**src/rtl/channel_pkg.sv**
```systemverilog
// channel_pkg: shared state type, LFSR constants and saturation helper for multipath_channel.
package channel_pkg;
  typedef enum logic [1:0] {IDLE, TAP, OUT} state_t;
  localparam logic [15:0] LFSR_SEED = 16'hACE1;
  // Right-shifting Fibonacci form: bits 0,2,3,5 realise x^16+x^14+x^13+x^11+1
  localparam logic [15:0] LFSR_MASK = 16'h002D;
  function automatic logic signed [31:0] sat_clip(input logic signed [31:0] v, input int w);
    logic signed [31:0] hi, lo;
    hi = (32'sd1 <<< (w - 1)) - 32'sd1;
    lo = -hi - 32'sd1;
    return v > hi ? hi : (v < lo ? lo : v);
  endfunction
endpackage

```
**src/rtl/channel_lfsr.sv**
```systemverilog
// channel_lfsr: 16-bit Fibonacci LFSR noise source, advanced once per enabled cycle.
module channel_lfsr
  import channel_pkg::*;
#(
  parameter int NOISE_W = 8
) (
  input  logic                      clk,
  input  logic                      reset,
  input  logic                      adv,
  output logic signed [NOISE_W-1:0] noise
);
  logic [15:0] lfsr;
  always_ff @(posedge clk or negedge reset) begin
    if (!reset) lfsr <= LFSR_SEED;
    else if (adv) lfsr <= {^(lfsr & LFSR_MASK), lfsr[15:1]};
  end
  assign noise = lfsr[NOISE_W-1:0];
endmodule

```
**src/rtl/multipath_channel.sv**
```systemverilog
// multipath_channel: tapped circular delay line summing weighted echoes per accepted symbol.
// Define MULTIPATH_NOISE_EN to add LFSR noise before saturation.
module multipath_channel
  import channel_pkg::*;
#(
  parameter int SYM_W    = 2,
  parameter int OUT_W    = 14,
  parameter int DEPTH    = 16,
  parameter int NTAPS    = 2,
  parameter int GAIN_W   = 8,
  parameter int ATTEN_SH = 2,
  parameter int NOISE_W  = 8
) (
  input  logic                           clk,
  input  logic                           reset,
  input  logic                           sym_valid,
  input  logic signed [SYM_W-1:0]        sym_in,
  output logic                           ready,
  input  logic [NTAPS*$clog2(DEPTH)-1:0] tap_delay,
  input  logic [NTAPS*GAIN_W-1:0]        tap_gain,
  output logic signed [OUT_W-1:0]        multi_out,
  output logic                           out_valid,
  output logic                           overrun,
  output logic                           sat
);
  localparam int PW = $clog2(DEPTH);
  localparam int KW = NTAPS > 1 ? $clog2(NTAPS) : 1;
  localparam int AW = SYM_W + GAIN_W + $clog2(NTAPS) + 1;
  state_t state, state_nxt;
  logic signed [SYM_W-1:0] dline [DEPTH];
  logic [PW-1:0] wr_ptr, base, rd_ptr;
  logic [KW-1:0] k;
  logic signed [AW-1:0] acc;
  logic signed [SYM_W+GAIN_W-1:0] prod;
  logic signed [31:0] noise, v, v_clip;
  logic accept, last;
  assign ready  = state == IDLE;
  assign accept = ready && sym_valid;
  assign last   = k == KW'(NTAPS - 1);
  // Modulo-DEPTH wrap falls out of the pointer width
  assign rd_ptr = base - tap_delay[k*PW +: PW];
  assign prod   = dline[rd_ptr] * $signed(tap_gain[k*GAIN_W +: GAIN_W]);
  assign v      = (32'(acc) >>> ATTEN_SH) + noise;
  assign v_clip = sat_clip(v, OUT_W);
`ifdef MULTIPATH_NOISE_EN
  logic signed [NOISE_W-1:0] lfsr_noise;
  channel_lfsr #(.NOISE_W(NOISE_W)) u_lfsr (
    .clk  (clk),
    .reset(reset),
    .adv  (state == OUT),
    .noise(lfsr_noise)
  );
  assign noise = 32'(lfsr_noise);
`else
  assign noise = '0;
`endif
  always_comb begin
    state_nxt = state == IDLE ? (sym_valid ? TAP : IDLE) :
                state == TAP  ? (last ? OUT : TAP) : IDLE;
  end
  always_ff @(posedge clk or negedge reset) begin
    if (!reset) begin
      state     <= IDLE;
      for (int i = 0; i < DEPTH; i++) dline[i] <= '0;
      wr_ptr    <= '0;
      base      <= '0;
      k         <= '0;
      acc       <= '0;
      multi_out <= '0;
      out_valid <= 1'b0;
      overrun   <= 1'b0;
      sat       <= 1'b0;
    end else begin
      state     <= state_nxt;
      out_valid <= 1'b0;
      if (sym_valid && !ready) overrun <= 1'b1;
      if (accept) begin
        dline[wr_ptr] <= sym_in;
        base          <= wr_ptr;
        wr_ptr        <= wr_ptr + 1'b1;
        acc           <= '0;
        k             <= '0;
      end
      if (state == TAP) begin
        acc <= acc + AW'(prod);
        k   <= k + 1'b1;
      end
      if (state == OUT) begin
        multi_out <= v_clip[OUT_W-1:0];
        out_valid <= 1'b1;
        if (v_clip != v) sat <= 1'b1;
      end
    end
  end
endmodule

```
**config.mk**
```make
export PLATFORM = sky130hd
export DESIGN_NAME = multipath_channel
export DESIGN_NICKNAME = d
export VERILOG_FILES = /design/src/rtl/channel_pkg.sv /design/src/rtl/channel_lfsr.sv /design/src/rtl/multipath_channel.sv
export SDC_FILE = /design/constraint.sdc
export NUM_CORES = 1
export LEC_CHECK = 0
export CELL_PAD_IN_SITES_DETAIL_PLACEMENT = 0
export CELL_PAD_IN_SITES_GLOBAL_PLACEMENT = 1
export CORE_MARGIN = 5
export CORE_UTILIZATION = 48
export DETAILED_ROUTE_END_ITERATION = 16
export GPL_TIMING_DRIVEN = 0
export HOLD_SLACK_MARGIN = 0.03
export PLACE_DENSITY = 0.95
export SYNTH_ARGS = -nofsm -noshare
export SYNTH_HDL_FRONTEND = slang
export SYNTH_SLANG_ARGS = --single-unit
```
**constraint.sdc**
```tcl
create_clock -name clk -period 9.2 [get_ports clk]
set_input_delay 1.84 -clock clk [delete_from_list [all_inputs] [get_ports clk]]
set_output_delay 1.84 -clock clk [all_outputs]
set_load 0.02 [all_outputs]
```
After elaboration in Yosys (flattened, before gate mapping)
Index checks and enable logic that the tools add are counted.
- shift-type cells: 2
- divide/modulo/power cells: 0
- eq/ne operators: 3
- bitwise gates (word level): 2
- $lt $le $gt $ge: 5
- reduce and logical (&&, ||, !) cells: 7
- mux-type cells: 17
- $add $sub $neg: 4
- multiply operators: 1
- operator list (cell ; count):
    $mux 32 ; 2
    $bwmux 32 ; 1
    $ne 32x10->1 ; 1
    $mux 12 ; 2
    $shiftx 16x5->8 ; 1
    $gt 10x14->1 const B ; 1
    $lt 10x14->1 const B ; 1
    $add 12x10->12 ; 1
    $mux 2 ; 6
    $ge 5x5->1 const B ; 2
    $mul 2x8->10 ; 1
    $not 4->5 ; 2
    $bmux 2 s4 ; 1
    $demux 2 s4 ; 1
    $shiftx 8x4->4 ; 1
    $lt 5x1->1 const B ; 1
    $add 4x1->4 const B ; 1
    $mux 1 ; 4
    $sub 4x4->4 ; 1
    $logic_and 1x1->1 ; 3
    $eq 2x1->1 const B ; 1
    $eq 2x2->1 const B ; 1
    $logic_not 2->1 ; 1
    $reduce_and 2->1 ; 1
    3 further kinds ; 3
- memory bits (read-only): 0
- memories: 0
- logic and storage cells: 66
- RAM bits: 0
- input bits: 29
- output and inout port bits: 18
- latch bits: 0
- flip-flop bits (word level): 72

Logic depth before layout (Yosys ltp)
- word-level depth: 9
- depth in mapped cells: 24
- depth with buffers taken out: 21

Worst setup path after synthesis
OpenSTA, ideal clock, no wires.
- kind: input -> register
- from: in tap_delay[4]
- to: reg acc[10]
- buffers on the path: 2
- setup slack: 2.576 ns
- required time: 9.069 ns
- stages on the path: 22
- setup time: 0.131 ns
- arrival time: 6.493 ns
- cells stage by stage: mux2_2 ha_1 inv_1 fa_1 buf_6 mux4_1 mux2_2 or3_4 and2_1 clkbuf_1 nand2_1 fa_1 inv_1 ha_1 nor2b_1 o21ai_0 a21oi_1 o21a_1 o21a_1 o21ai_0 a2111oi_0 or3_1
- cells in the longest elaborated chain, start to end: 9
- RTL lines (element ; RTL line ; text):
    start, declared ; multipath_channel.sv:19 ; input logic [NTAPS*$clog2(DEPTH)-1:0] tap_delay,
    $shiftx 8x4->4 ; multipath_channel.sv:41 ; assign rd_ptr = base - tap_delay[k*PW +: PW];
    $sub 4x4->4 ; multipath_channel.sv:41 ;
    $not 4->5 (not written as such) ; multipath_channel.sv:42 ; assign prod = dline[rd_ptr] * $signed(tap_gain[k*GAIN_W +: GAIN_W]);
    $bmux 2 s4 ; multipath_channel.sv:42 ;
    $mux 2 (not written as such) (2 in series) ; multipath_channel.sv:42 ;
    $mul 2x8->10 ; multipath_channel.sv:42 ;
    $add 12x10->12 ; multipath_channel.sv:85 ; acc <= acc + AW'(prod);
    $mux 12 ; multipath_channel.sv:84 ; if (state == TAP) begin
    end signal, assigned ; multipath_channel.sv:85 ;
    end, declared ; multipath_channel.sv:33 ; logic signed [AW-1:0] acc;
Every way passes these cells. The select of a mux whose other input is x is not followed.
A chain may end at the register's enable or synchronous reset.

Final worst setup path
- from: in tap_delay[0]
- to: reg acc[10]
Same word-level chain as after synthesis.

==> impl_metrics.tcl <==
set metrics [dict create \
    clock.fmax_ghz 0.136 \
    drv_slew 0 \
    clock_latency_ps 360 \
    setup_tns_ps 0 \
    hold_viol_final 0 \
    syn_nets 458 \
    drt_wl_total_mm 9.12 \
    dpl_cell_area_mm2 0.00478 \
    syn_area_mm2 0.00419 \
    rsz0062_at_grt "false" \
    yosysTopAreaCell "dfrtp_1" \
    maxCapViolCount 0 \
    finalClockSkew_ps 7.42 \
    drive_above_1_share 0.146 \
    first_pass_iters 4 \
    grt_use_total 0.189 \
    tritoncts "done" \
    synth_top_area_share 0.412 \
    die_h_um 103 \
    async_flop_share 1.00 \
    io_buffer_count 46 \
    yosys_warnings 0 \
    startpoint "tap_delay[0]" \
    clock_path_buffers 2 \
    cp-start-kind "input port" \
    layout_commonest_cell "dfrtp_1" \
    io_pins 47 \
    dr.first_iter.drc_count 134 \
    synth_edf_count 0 \
    worstHoldPathType "reg2reg" \
    setup_violations 0 \
    fin_crit_ps 7330 \
    grt_max_degree 70 \
    cts.htree.levels 3 \
    cts-resized-gates 0 \
    place_ws_ps 1460 \
    ys_ff_latch 69 \
    cts_setup_buffers 0 \
    synth_cells 398 \
    synth_ff_type "dfrtp_1" \
    core-area_mm2 0.00859 \
    hp-start "sat" \
    layout_common_cells "dfrtp_1 (69), nand2_1 (46), clkdlybuf4s50_1 (45)" \
    place_congestion 0.874 \
    cp-end-kind "register" \
    num-nets-final 515 \
    n_antenna_cell 0 \
    syn_to_final_growth_pct 19.7 \
    setup_ws_ps 1870 \
    fp-row-count 34 \
    synth_cell_types 48 \
    avgViaCountPerCell 5.45 \
    cts_root_buf "clkbuf_8" \
    synth.yosys.seq_area_share 0.412 \
    ant_nets 0 \
    postSynthAreaPerCell_um2 10.5 \
    final_area_mm2 0.00501 \
    cp.arrival_ps 7570 \
    antenna_found_initial 0 \
    hpwl_mm 6.85 \
    gr-total-overflow 0 \
    grt_pass1_vias 3204 \
    grt_first_pass_wirelength_mm 15.4 \
    cp.required_ps 9440 \
    die_x_um 103 \
    vias 3095 \
    initial_utilization 0.488 \
    path_class "in2reg" \
    wl_per_cell_um 16.1 \
    drcViolationCount 0 \
    ctsHoldBuffers 0 \
    path_max_fanout 8 \
    slew_headroom 0.420 \
    fin_crit_sh 0.796 \
    outcome "completed" \
    die_area_mm2 0.0107 \
    path_clk_slew_ps 80 \
    synth_area_leaders "dfrtp_1 (41%), mux2_2 (9.4%), fa_1 (5.7%), ha_1 (5.7%), nand2_1 (4.1%)" \
    worst_pin_slew_ps 870 \
    cts_num_sinks 69 \
    timing.rr.start "k" \
    numCtsBuffers 9 \
]
-- cell type report --
class                   count  area [µm²]
inverters                  36         135
fillers                   733        3580
plain buffers              20        95.1
repair buffers             46         458
clock inverters             6        93.8
clock buffers              10         138
flip-flops and latches     69        1730
well taps                 108         135
multi-input cells         273        2230
-- logic make-up after synthesis --
family / share of synthesized area
simple gates: 0.150
compound gates: 0.0741
buf+inv: 0.0549
flops: 0.412
xor+xnor: 0.0230
fa+ha+maj: 0.114
mux: 0.172
-- stage by stage --
stage	std cells	hold slack, ps	utilization
2_1_floorplan	398	453	-
3_3_place_gp	552	443	0.557
3_5_place_dp	552	451	0.557
4_1_cts	568	474	0.584
5_1_grt	568	506	0.584
6_report	568	466	0.584
-- synth_stat cells, types with 2 or more instances --
library cell / n
a21oi_1: 5
and2_1: 5
and3_1: 4
buf_4: 3
clkbuf_1: 14
dfrtp_1: 69
fa_1: 12
ha_1: 19
inv_1: 35
mux2_2: 35
mux2i_1: 11
mux4_1: 4
mux4_2: 5
nand2_1: 46
nand2b_1: 9
nand3_1: 29
nor2_1: 10
nor2b_1: 6
nor3_1: 5
nor3b_2: 2
o21a_1: 5
o21ai_0: 19
o21ai_1: 4
o31ai_1: 6
or3_1: 4
xnor2_1: 7
xor2_1: 4
-- worst max-delay path: stages --
cell and delay, ps:
clkdlybuf4s50_1 450, mux2_2 140, ha_1 160, inv_1 50
fa_1 380, xor2_1 530, mux4_1 420, mux2_2 280
or3_4 340, and2_1 170, clkbuf_1 220, nand2_1 140
fa_1 430, inv_1 70, ha_1 300, nor2b_1 160
o21ai_0 210, a21oi_1 120, o21a_1 190, o21a_1 200
o21ai_0 220, a2111oi_0 130, or3_1 380
-- sequential cells by signal, indices dropped and copies added, names as in the netlist, 2 cells and up --
register / cells
dline: 32
acc: 12
multi_out: 11
base: 4
wr_ptr: 4
state: 2
-- metal layers --
| layer | up-vias | global-route usage | share of wire |
|---|---|---|---|
| li1 | 1480 | - | - |
| met1 | 1508 | 0.221 | 0.40 |
| met2 | 85 | 0.332 | 0.51 |
| met3 | 22 | 0.0530 | 0.053 |
| met4 | 0 | 0.0667 | 0.029 |
| met5 | - | 0 | 0 |
-- worst paths after layout --
kind / to / slack [ps] / cells after the start
setup / recovery: acc[10] / 1870 / 23
hold / removal: sat / 470 / 1
setup reg to reg: acc[10] / 2580 / 24
hold reg to reg: sat / 470 / 1
max in group asynchronous: multi_out[0] / 7030 / 1
min in group asynchronous: acc[9] / 1590 / 1
Power is not shown: default switching activity piles up to over one toggle a cycle in this logic, so the estimate is an artifact.
